<file path="src/rtl/nes_video_pkg.sv">
// Shared NES video constants and the 5:5:5 pixel type used by the scan
// converter and the debug overlays.
package nes_video_pkg;

   localparam int NES_VISIBLE_W  = 256;
   localparam int NES_VISIBLE_H  = 240;
   localparam int NES_LINE_DOTS  = 341;

   typedef struct packed {
      logic [4:0] b;
      logic [4:0] g;
      logic [4:0] r;
   } rgb15_t;

endpackage

</file>
<file path="src/rtl/nes_palette_rom.sv">
// Combinational NES colour index to 15-bit {B,G,R} lookup; entries are the
// 8-bit-per-channel reference palette truncated to 5 bits per channel.
module nes_palette_rom
   import nes_video_pkg::*;
(
   input  logic [5:0] index_i,
   output rgb15_t     rgb_o
);

   always_comb begin
      rgb_o = '0;
      case (index_i)
         6'h00: rgb_o = {5'd10, 5'd10, 5'd10};
         6'h01: rgb_o = {5'd14, 5'd3,  5'd0 };
         6'h02: rgb_o = {5'd18, 5'd2,  5'd1 };
         6'h03: rgb_o = {5'd17, 5'd0,  5'd6 };
         6'h04: rgb_o = {5'd12, 5'd0,  5'd8 };
         6'h05: rgb_o = {5'd6,  5'd0,  5'd11};
         6'h06: rgb_o = {5'd0,  5'd0,  5'd10};
         6'h07: rgb_o = {5'd0,  5'd3,  5'd7 };
         6'h08: rgb_o = {5'd0,  5'd5,  5'd4 };
         6'h09: rgb_o = {5'd0,  5'd7,  5'd1 };
         6'h0A: rgb_o = {5'd0,  5'd8,  5'd0 };
         6'h0B: rgb_o = {5'd0,  5'd7,  5'd0 };
         6'h0C: rgb_o = {5'd7,  5'd6,  5'd0 };
         6'h10: rgb_o = {5'd19, 5'd18, 5'd19};
         6'h11: rgb_o = {5'd24, 5'd9,  5'd1 };
         6'h12: rgb_o = {5'd29, 5'd6,  5'd6 };
         6'h13: rgb_o = {5'd28, 5'd3,  5'd11};
         6'h14: rgb_o = {5'd22, 5'd2,  5'd17};
         6'h15: rgb_o = {5'd12, 5'd2,  5'd20};
         6'h16: rgb_o = {5'd4,  5'd4,  5'd19};
         6'h17: rgb_o = {5'd0,  5'd7,  5'd15};
         6'h18: rgb_o = {5'd0,  5'd11, 5'd10};
         6'h19: rgb_o = {5'd0,  5'd14, 5'd5 };
         6'h1A: rgb_o = {5'd0,  5'd15, 5'd1 };
         6'h1B: rgb_o = {5'd5,  5'd14, 5'd0 };
         6'h1C: rgb_o = {5'd15, 5'd12, 5'd0 };
         6'h20: rgb_o = {5'd29, 5'd29, 5'd29};
         6'h21: rgb_o = {5'd29, 5'd19, 5'd9 };
         6'h22: rgb_o = {5'd29, 5'd15, 5'd15};
         6'h23: rgb_o = {5'd29, 5'd12, 5'd22};
         6'h24: rgb_o = {5'd29, 5'd10, 5'd28};
         6'h25: rgb_o = {5'd22, 5'd11, 5'd29};
         6'h26: rgb_o = {5'd12, 5'd13, 5'd29};
         6'h27: rgb_o = {5'd4,  5'd17, 5'd26};
         6'h28: rgb_o = {5'd0,  5'd21, 5'd20};
         6'h29: rgb_o = {5'd0,  5'd24, 5'd14};
         6'h2A: rgb_o = {5'd4,  5'd26, 5'd9 };
         6'h2B: rgb_o = {5'd13, 5'd25, 5'd7 };
         6'h2C: rgb_o = {5'd25, 5'd22, 5'd7 };
         6'h2D: rgb_o = {5'd7,  5'd7,  5'd7 };
         6'h30: rgb_o = {5'd29, 5'd29, 5'd29};
         6'h31: rgb_o = {5'd29, 5'd25, 5'd21};
         6'h32: rgb_o = {5'd29, 5'd23, 5'd23};
         6'h33: rgb_o = {5'd29, 5'd22, 5'd26};
         6'h34: rgb_o = {5'd29, 5'd21, 5'd29};
         6'h35: rgb_o = {5'd26, 5'd21, 5'd29};
         6'h36: rgb_o = {5'd22, 5'd22, 5'd29};
         6'h37: rgb_o = {5'd18, 5'd24, 5'd28};
         6'h38: rgb_o = {5'd15, 5'd26, 5'd25};
         6'h39: rgb_o = {5'd15, 5'd27, 5'd22};
         6'h3A: rgb_o = {5'd18, 5'd28, 5'd21};
         6'h3B: rgb_o = {5'd22, 5'd28, 5'd19};
         6'h3C: rgb_o = {5'd28, 5'd26, 5'd20};
         6'h3D: rgb_o = {5'd20, 5'd20, 5'd20};
         default: rgb_o = '0;
      endcase
   end

endmodule

</file>
<file path="src/rtl/nes_scan_doubler.sv">
// Two-line ping-pong buffer: captures the current PPU scanline while replaying
// the previous one at 2x horizontal rate, plus the frame-start sync pulse.
module nes_scan_doubler
   import nes_video_pkg::*;
#(
   parameter int VISIBLE_LINES = NES_VISIBLE_H,
   parameter int LINE_DOTS     = NES_LINE_DOTS
) (
   input  logic        clk,
   input  logic        reset_n,
   input  logic        ppu_ce,
   input  logic [8:0]  ppu_x,
   input  logic [8:0]  ppu_y,
   input  logic [5:0]  ppu_color,
   input  logic        sync_en,
   input  logic [9:0]  vga_next_x,
   output logic [14:0] vga_pixel,
   output logic        vga_sync
);

   localparam logic [8:0] VIS_W     = 9'(NES_VISIBLE_W);
   localparam logic [8:0] VIS_LINES = 9'(VISIBLE_LINES);
   localparam logic [8:0] LAST_DOT  = 9'(LINE_DOTS - 1);

   logic [5:0] line_mem [0:511];

   logic       wr_en;
   logic [8:0] wr_addr;
   logic [8:0] rd_addr;
   logic       vga_line_start;

   logic       wr_bank_q, wr_bank_d;
   logic       rd_bank_q, rd_bank_d;
   logic       rd_valid_q, rd_valid_d;
   logic       line_done_valid_q, line_done_valid_d;
   logic       sync_q, sync_d;
   logic [5:0] index_q;
   rgb15_t     pal_rgb;
   logic       unused_next_x_msb;

   assign unused_next_x_msb = vga_next_x[9];

   always_comb begin
      wr_en             = ppu_ce && (ppu_x < VIS_W) && (ppu_y < VIS_LINES);
      wr_addr           = {ppu_y[0], ppu_x[7:0]};
      wr_bank_d         = ppu_ce ? ppu_y[0] : wr_bank_q;
      line_done_valid_d = line_done_valid_q;
      if (ppu_ce && (ppu_x == LAST_DOT)) begin
         line_done_valid_d = (ppu_y < VIS_LINES);
      end

      // Bank and validity only change at VGA line start, never mid-line.
      vga_line_start = (vga_next_x[8:0] == 9'd0);
      rd_bank_d      = vga_line_start ? ~wr_bank_q : rd_bank_q;
      rd_valid_d     = vga_line_start ? line_done_valid_q : rd_valid_q;
      // The address uses the incoming bank so pixel 0 already reads the new line.
      rd_addr        = {rd_bank_d, vga_next_x[8:1]};

      sync_d = ppu_ce && (ppu_x == 9'd0) && (ppu_y == 9'd0) && sync_en;
   end

   always_ff @(posedge clk) begin
      if (wr_en) begin
         line_mem[wr_addr] <= ppu_color;
      end
   end

   always_ff @(posedge clk) begin
      if (!reset_n) begin
         wr_bank_q         <= 1'b0;
         rd_bank_q         <= 1'b0;
         rd_valid_q        <= 1'b0;
         line_done_valid_q <= 1'b0;
         sync_q            <= 1'b0;
         index_q           <= '0;
      end else begin
         wr_bank_q         <= wr_bank_d;
         rd_bank_q         <= rd_bank_d;
         rd_valid_q        <= rd_valid_d;
         line_done_valid_q <= line_done_valid_d;
         sync_q            <= sync_d;
         index_q           <= line_mem[rd_addr];
      end
   end

   nes_palette_rom u_palette (
      .index_i (index_q),
      .rgb_o   (pal_rgb)
   );

   assign vga_pixel = rd_valid_q ? pal_rgb : 15'd0;
   assign vga_sync  = sync_q;

endmodule

</file>
<file path="config.mk">
export PLATFORM = sky130hd
export DESIGN_NAME = nes_scan_doubler
export DESIGN_NICKNAME = d
export VERILOG_FILES = /design/src/rtl/nes_video_pkg.sv /design/src/rtl/nes_palette_rom.sv /design/src/rtl/nes_scan_doubler.sv
export SDC_FILE = /design/constraint.sdc
export NUM_CORES = 2
export LEC_CHECK = 0
export BUFFER_PORTS_ARGS = -buffer_cell sky130_fd_sc_hd__buf_2
export CAP_MARGIN = 20
export CORE_MARGIN = 2
export CORE_UTILIZATION = 57
export DETAILED_ROUTE_END_ITERATION = 16
export PLACE_DENSITY_LB_ADDON = 0.2
export SKIP_CTS_REPAIR_TIMING = 1
export SLEW_MARGIN = 20
export SYNTH_ARGS = -nofsm -noshare
export SYNTH_HDL_FRONTEND = slang
export SYNTH_SLANG_ARGS = --single-unit
</file>
<file path="constraint.sdc">
create_clock -name clk -period 5.15 [get_ports clk]
set_clock_uncertainty 0.2 [all_clocks]
set_input_delay 0.7725 -clock clk [delete_from_list [all_inputs] [get_ports clk]]
set_output_delay 0.7725 -clock clk [all_outputs]
set_load 0.01 [all_outputs]
</file>
# Yosys cells after proc, flatten, opt, wreduce, memory -nomap -nowiden
# Memories as Yosys holds them, arrays and structs flattened. A register that Yosys moved wholly into a read port is not among the register bits.
# Cells that the tools add are included.
# op_classes
n_lt_le_gt_ge	2
n_eq_ne	1
n_mux	4
n_bitwise	1
n_reduce_logical	10
# ops
operator	n
$logic_not 9->1	3
$mux 15	1
$eq 9x9->1 const B	1
$lt 9x8->1 const B	1
$lt 9x9->1 const B	1
$logic_and 1x1->1	6
$mux 1	3
$logic_not 1->1	1
$not 1->1	1
# word_totals
regBits	5
mem_bits_rw	3072
romBits	960
in_bits	38
output_inout_bits	16
wordCells	25
n_memories	2
# mem_list
name	words	width	rd	rd_ports_with_merged_regs	write_ports	line	text
line_mem	512	6	1	1	1	nes_scan_doubler.sv:25	logic [5:0] line_mem [0:511];
(no name shown)	64	15	1	0	0	nes_palette_rom.sv:12	case (index_i)

# Logic depth before layout (Yosys ltp)
# logic_depth
depth_word	5
ltp_mapped	14
ltp_nobuf	8

# Hierarchy
# From an unflattened synthesis, not the netlist that was laid out.
# unflattened
cells_unflattened	6049
area_unflattened_um2	121634.2
# by_module_without_submodules
module	n_inst	cells_each	area_each_um2	seq_area_each_um2
nes_scan_doubler	1	5832	120247.8	92468.7
nes_palette_rom	1	217	1386.3	0.0

# Worst setup path before layout
# Ideal clock, no wire load.
# synth_timing
path_type	input to register
from	input port vga_next_x[2]
to	register index_q[1], read port of line_mem
setup_time_ps	134
arrival_time_ps	3196
required_time_ps	4816
setup_slack_ps	1620
stages	10
path_buffers	4
path_cell_list	buf_4 -> buf_2 -> buf_1 -> buf_2 -> mux4_2 -> a22oi_1 -> a21oi_1 -> nor4_1 -> nor3_1 -> or4_1
# synth_via
elab_chain_len	2
# synth_lines
element	line	text
from (decl)	nes_scan_doubler.sv:16	input logic [9:0] vga_next_x,
$logic_not 9->1	nes_scan_doubler.sv:53	vga_line_start = (vga_next_x[8:0] == 9'd0);
$mux 1	nes_scan_doubler.sv:54	rd_bank_d = vga_line_start ? ~wr_bank_q : rd_bank_q;
to (decl)	nes_scan_doubler.sv:37	logic [5:0] index_q;
# Parallel ways exist; a longest one is shown, timed or not.
# A chain may end at the register's enable or synchronous reset.

# Worst setup path after layout
# layout_timing
from	register index_q[0], read port of line_mem
to	output port vga_pixel[1]
# layout_via
elab_chain_len	2
# layout_lines
element	line	text
$mem_v2 64x15	n/a	
$mux 15	nes_scan_doubler.sv:91	assign vga_pixel = rd_valid_q ? pal_rgb : 15'd0;
to (decl)	nes_scan_doubler.sv:17	output logic [14:0] vga_pixel,
# No other way between the ends.

==> reports/qor.csv <==
metric;value;unit
CTS Buffer Depth;4;
fin nets;6564;
Synth area leaders;edfxtp_1 76%, mux4_2 11%, mux2i_1 3.3%;
Final Worst Setup Slack;0.500;ns
Initial Util;0.574;
share of layout cells above drive strength 1;0.217;
most used routing layer;met2;
H-Tree Depth;5;
Die H;466;um
Synth async-reset ratio;0;
antenna violation net count after detailed routing;0;
Reg area;92500;sq um
data required time of the critical path;4.18;ns
Synth Flop Type;edfxtp_1;
crit end category;primary output;
startpoint types;register;
CP Class;reg2out;
root buf cell;clkbuf_16;
DRT Pass-1 Iters;6;
pwr dens;384;nW/um^2
crit-path max FO;13;
sequential element share of the synthesized area;0.759;
mapped cell area;122000;sq um
Detailed Place HPWL;210000;um
pre-CTS setup slack;0.374;ns
failing checks;hold timing;
largest net degree at the start of global routing;146;
crit path from;index_q[0];
Fin. Hold Viols;1;
Max VDD drop;392;uV
Layout fillers;14163;
TritonCTS clock tree;done;
routed wire length per instance;35.7;um
R2R Path Start;line_mem[100][2];
Syn-to-layout area delta;12.3;%
share of the synthesized area in the top cell type;0.757;
Synth Warn #;0;
via/cell ratio;6.85;
max_cap viols;0;
DIE AREA;217000;sq um
CTS Sinks;3083;
Max Fclk;0.215;GHz
final setup TNS;0;ns
outcome;finished, violations left;
vias post-DR;65528;
vias in the first global route;63791;
row count;169;
final setup vio count;0;
GR Overflow Total;0;
net count after synthesis;6286;
Leakage;43.3;nW
global-route wire length before repair;480000;um
Multi-input gate area;27400;sq um
Hold WS;-0.0197;ns
fin crit period;4.65;ns
Core ar.;212000;sq um
chip width;466;um
synth unique cells;72;
flops & latches, synth;3083;
Hold WC Path Type;in2reg;
met2 usage;0.479;
grt met3 use;0.0707;
EDFF count, synth;3072;
RSZ-0062 raised after global routing;false;
Clock Pin Slew Worst Setup and Hold Paths;0.06;ns
clock buffer count from CTS;322;
DRT iter0 DRCs;10329;
fin crit share;0.903;
IO buf count;52;
GRT Util Overall;0.315;
Syn Inst Count;6237;
biggest area consumer among synthesized cells;edfxtp_1;
Max-slew headroom;0.228;
met1 Resource Use GR;0.440;
initial antenna violation count;20;
I/O pin cnt;54;
Critical Path AT;3.68;ns
Syn Area/Cell;19.5;sq um
Final Total Pwr;52.5;mW
Max Slew Vio Count;0;
Clk Latency, worst-skew pair;0.97;ns
DRC violations left;0;
Worst Tran Pin Value;1.15;ns
min-delay src;ppu_y[8];
Post-Route WL;342000;um
Final Wtd Congestion;0.883;
cells in the mapped netlist (4+ instances only):
master	number
inv_1	10
a22oi_1	95
nand3b_1	5
and3_1	9
nand2_1	156
nor3b_1	6
buf_6	30
o2111ai_1	5
a21oi_1	140
a21o_1	4
a2bb2oi_1	7
buf_2	79
and2_1	15
dfxtp_1	11
nand3_1	41
nor2b_1	23
a2111oi_0	4
a22o_1	12
ha_1	11
mux2_2	28
edfxtp_1	3072
o21ai_0	98
o311ai_0	5
o22a_1	5
buf_4	55
nor3_1	49
a221oi_1	57
a31oi_1	24
o31ai_1	6
buf_1	49
a221o_1	13
mux2i_1	398
o211ai_1	27
clkbuf_1	206
a32oi_1	4
o22ai_1	84
mux4_2	609
a211oi_1	35
o221ai_1	63
nor2_1	583
nand4_1	10
nor4_1	14
or4_1	7
a311oi_1	13
nand2b_1	16
final cells by class:
cell class              count  area share
diodes                      4   0.0000732
clock buffers             406      0.0628
clock inverters           151     0.00805
inverters                  15    0.000485
multi-input cells        2720       0.201
flip-flops and latches   3083       0.676
well taps                2821      0.0258
repair buffers            373      0.0262
per-stage QoR:
step | std cells | instance area [sq um] | util
finish | 9573 | 137000 | 0.644
global route | 9571 | 137000 | 0.644
CTS | 9564 | 137000 | 0.644
detailed placement | 9007 | 127000 | 0.598
global placement | 9007 | 127000 | 0.598
floorplan | 6237 | 122000 | -
critical path, stage by stage, from the launching register on:
cell and delay (ns):
dfxtp_1 0.82, inv_1 0.24, ha_1 0.43, nor2b_1 0.20, a2111oi_0 0.46, a211oi_1 0.09, a311oi_1 0.29, buf_2 0.19
state kept, by name (all words and copies together) (netlist names):
name	count
line_mem	3072
index_q	6
line_done_valid_q	1
rd_bank_q	1
rd_valid_q	1
vga_sync	1
wr_bank_q	1
where the power goes:
group | switching, mW | internal, mW | leakage (nW) | total (mW)
Combinational | 2.08 | 1.01 | 10.9 | 3.09
Sequential | 0.0268 | 27.6 | 27.7 | 27.6
Clock | 9.29 | 12.5 | 4.74 | 21.8
Total | 11.4 | 41.1 | 43.3 | 52.5
kinds of logic (layout without fill, tap and decap cells):
logic type      after synthesis  in the layout  synth area share
fa+ha+maj                    11             11           0.00113
other cells                   0              4                 0
flops                      3083           3083             0.759
buf+inv                     434            945            0.0177
xor+xnor                      1              1         0.0000719
mux                        1036           1036             0.148
compound gates              723            723            0.0409
simple gates                949            949            0.0330
cell usage in the layout, fill, tap and decap left out, drive strengths merged, types with 6 or more instances in the layout:
master and instances:
edfxtp 3072, mux4 609, nor2 584, clkbuf 406
mux2i 398, buf 368, nand2 156, a21oi 140
clkinv 129, o21ai 100, a22oi 95, o22ai 84
o221ai 63, a221oi 57, nor3 49, nand3 41
a211oi 35, mux2 29, o211ai 27, a31oi 24
nor2b 23, bufinv 16, nand2b 16, inv 16
and2 15, nor4 14, a311oi 13, a221o 13
a22o 12, ha 11, dfxtp 11, nand4 10
and3 9, a2bb2oi 7, or4 7, o31ai 6
nor3b 6
path summary, 6_finish.rpt:
kind,end,slack (ns),cells past startpoint
min,line_done_valid_q,-0.02,4
max reg2reg,index_q[2],1.88,8
min reg2reg,wr_bank_q,0.49,2
max,vga_pixel[1],0.50,7
routing by layer:
metal | up-vias | wire length (um)
met1 | 34282 | 127000
met3 | 813 | 37900
met4 | 16 | 18100
met5 | - | 105
li1 | 26239 | -
met2 | 4178 | 159000
Power figures use the tool's default switching activity.
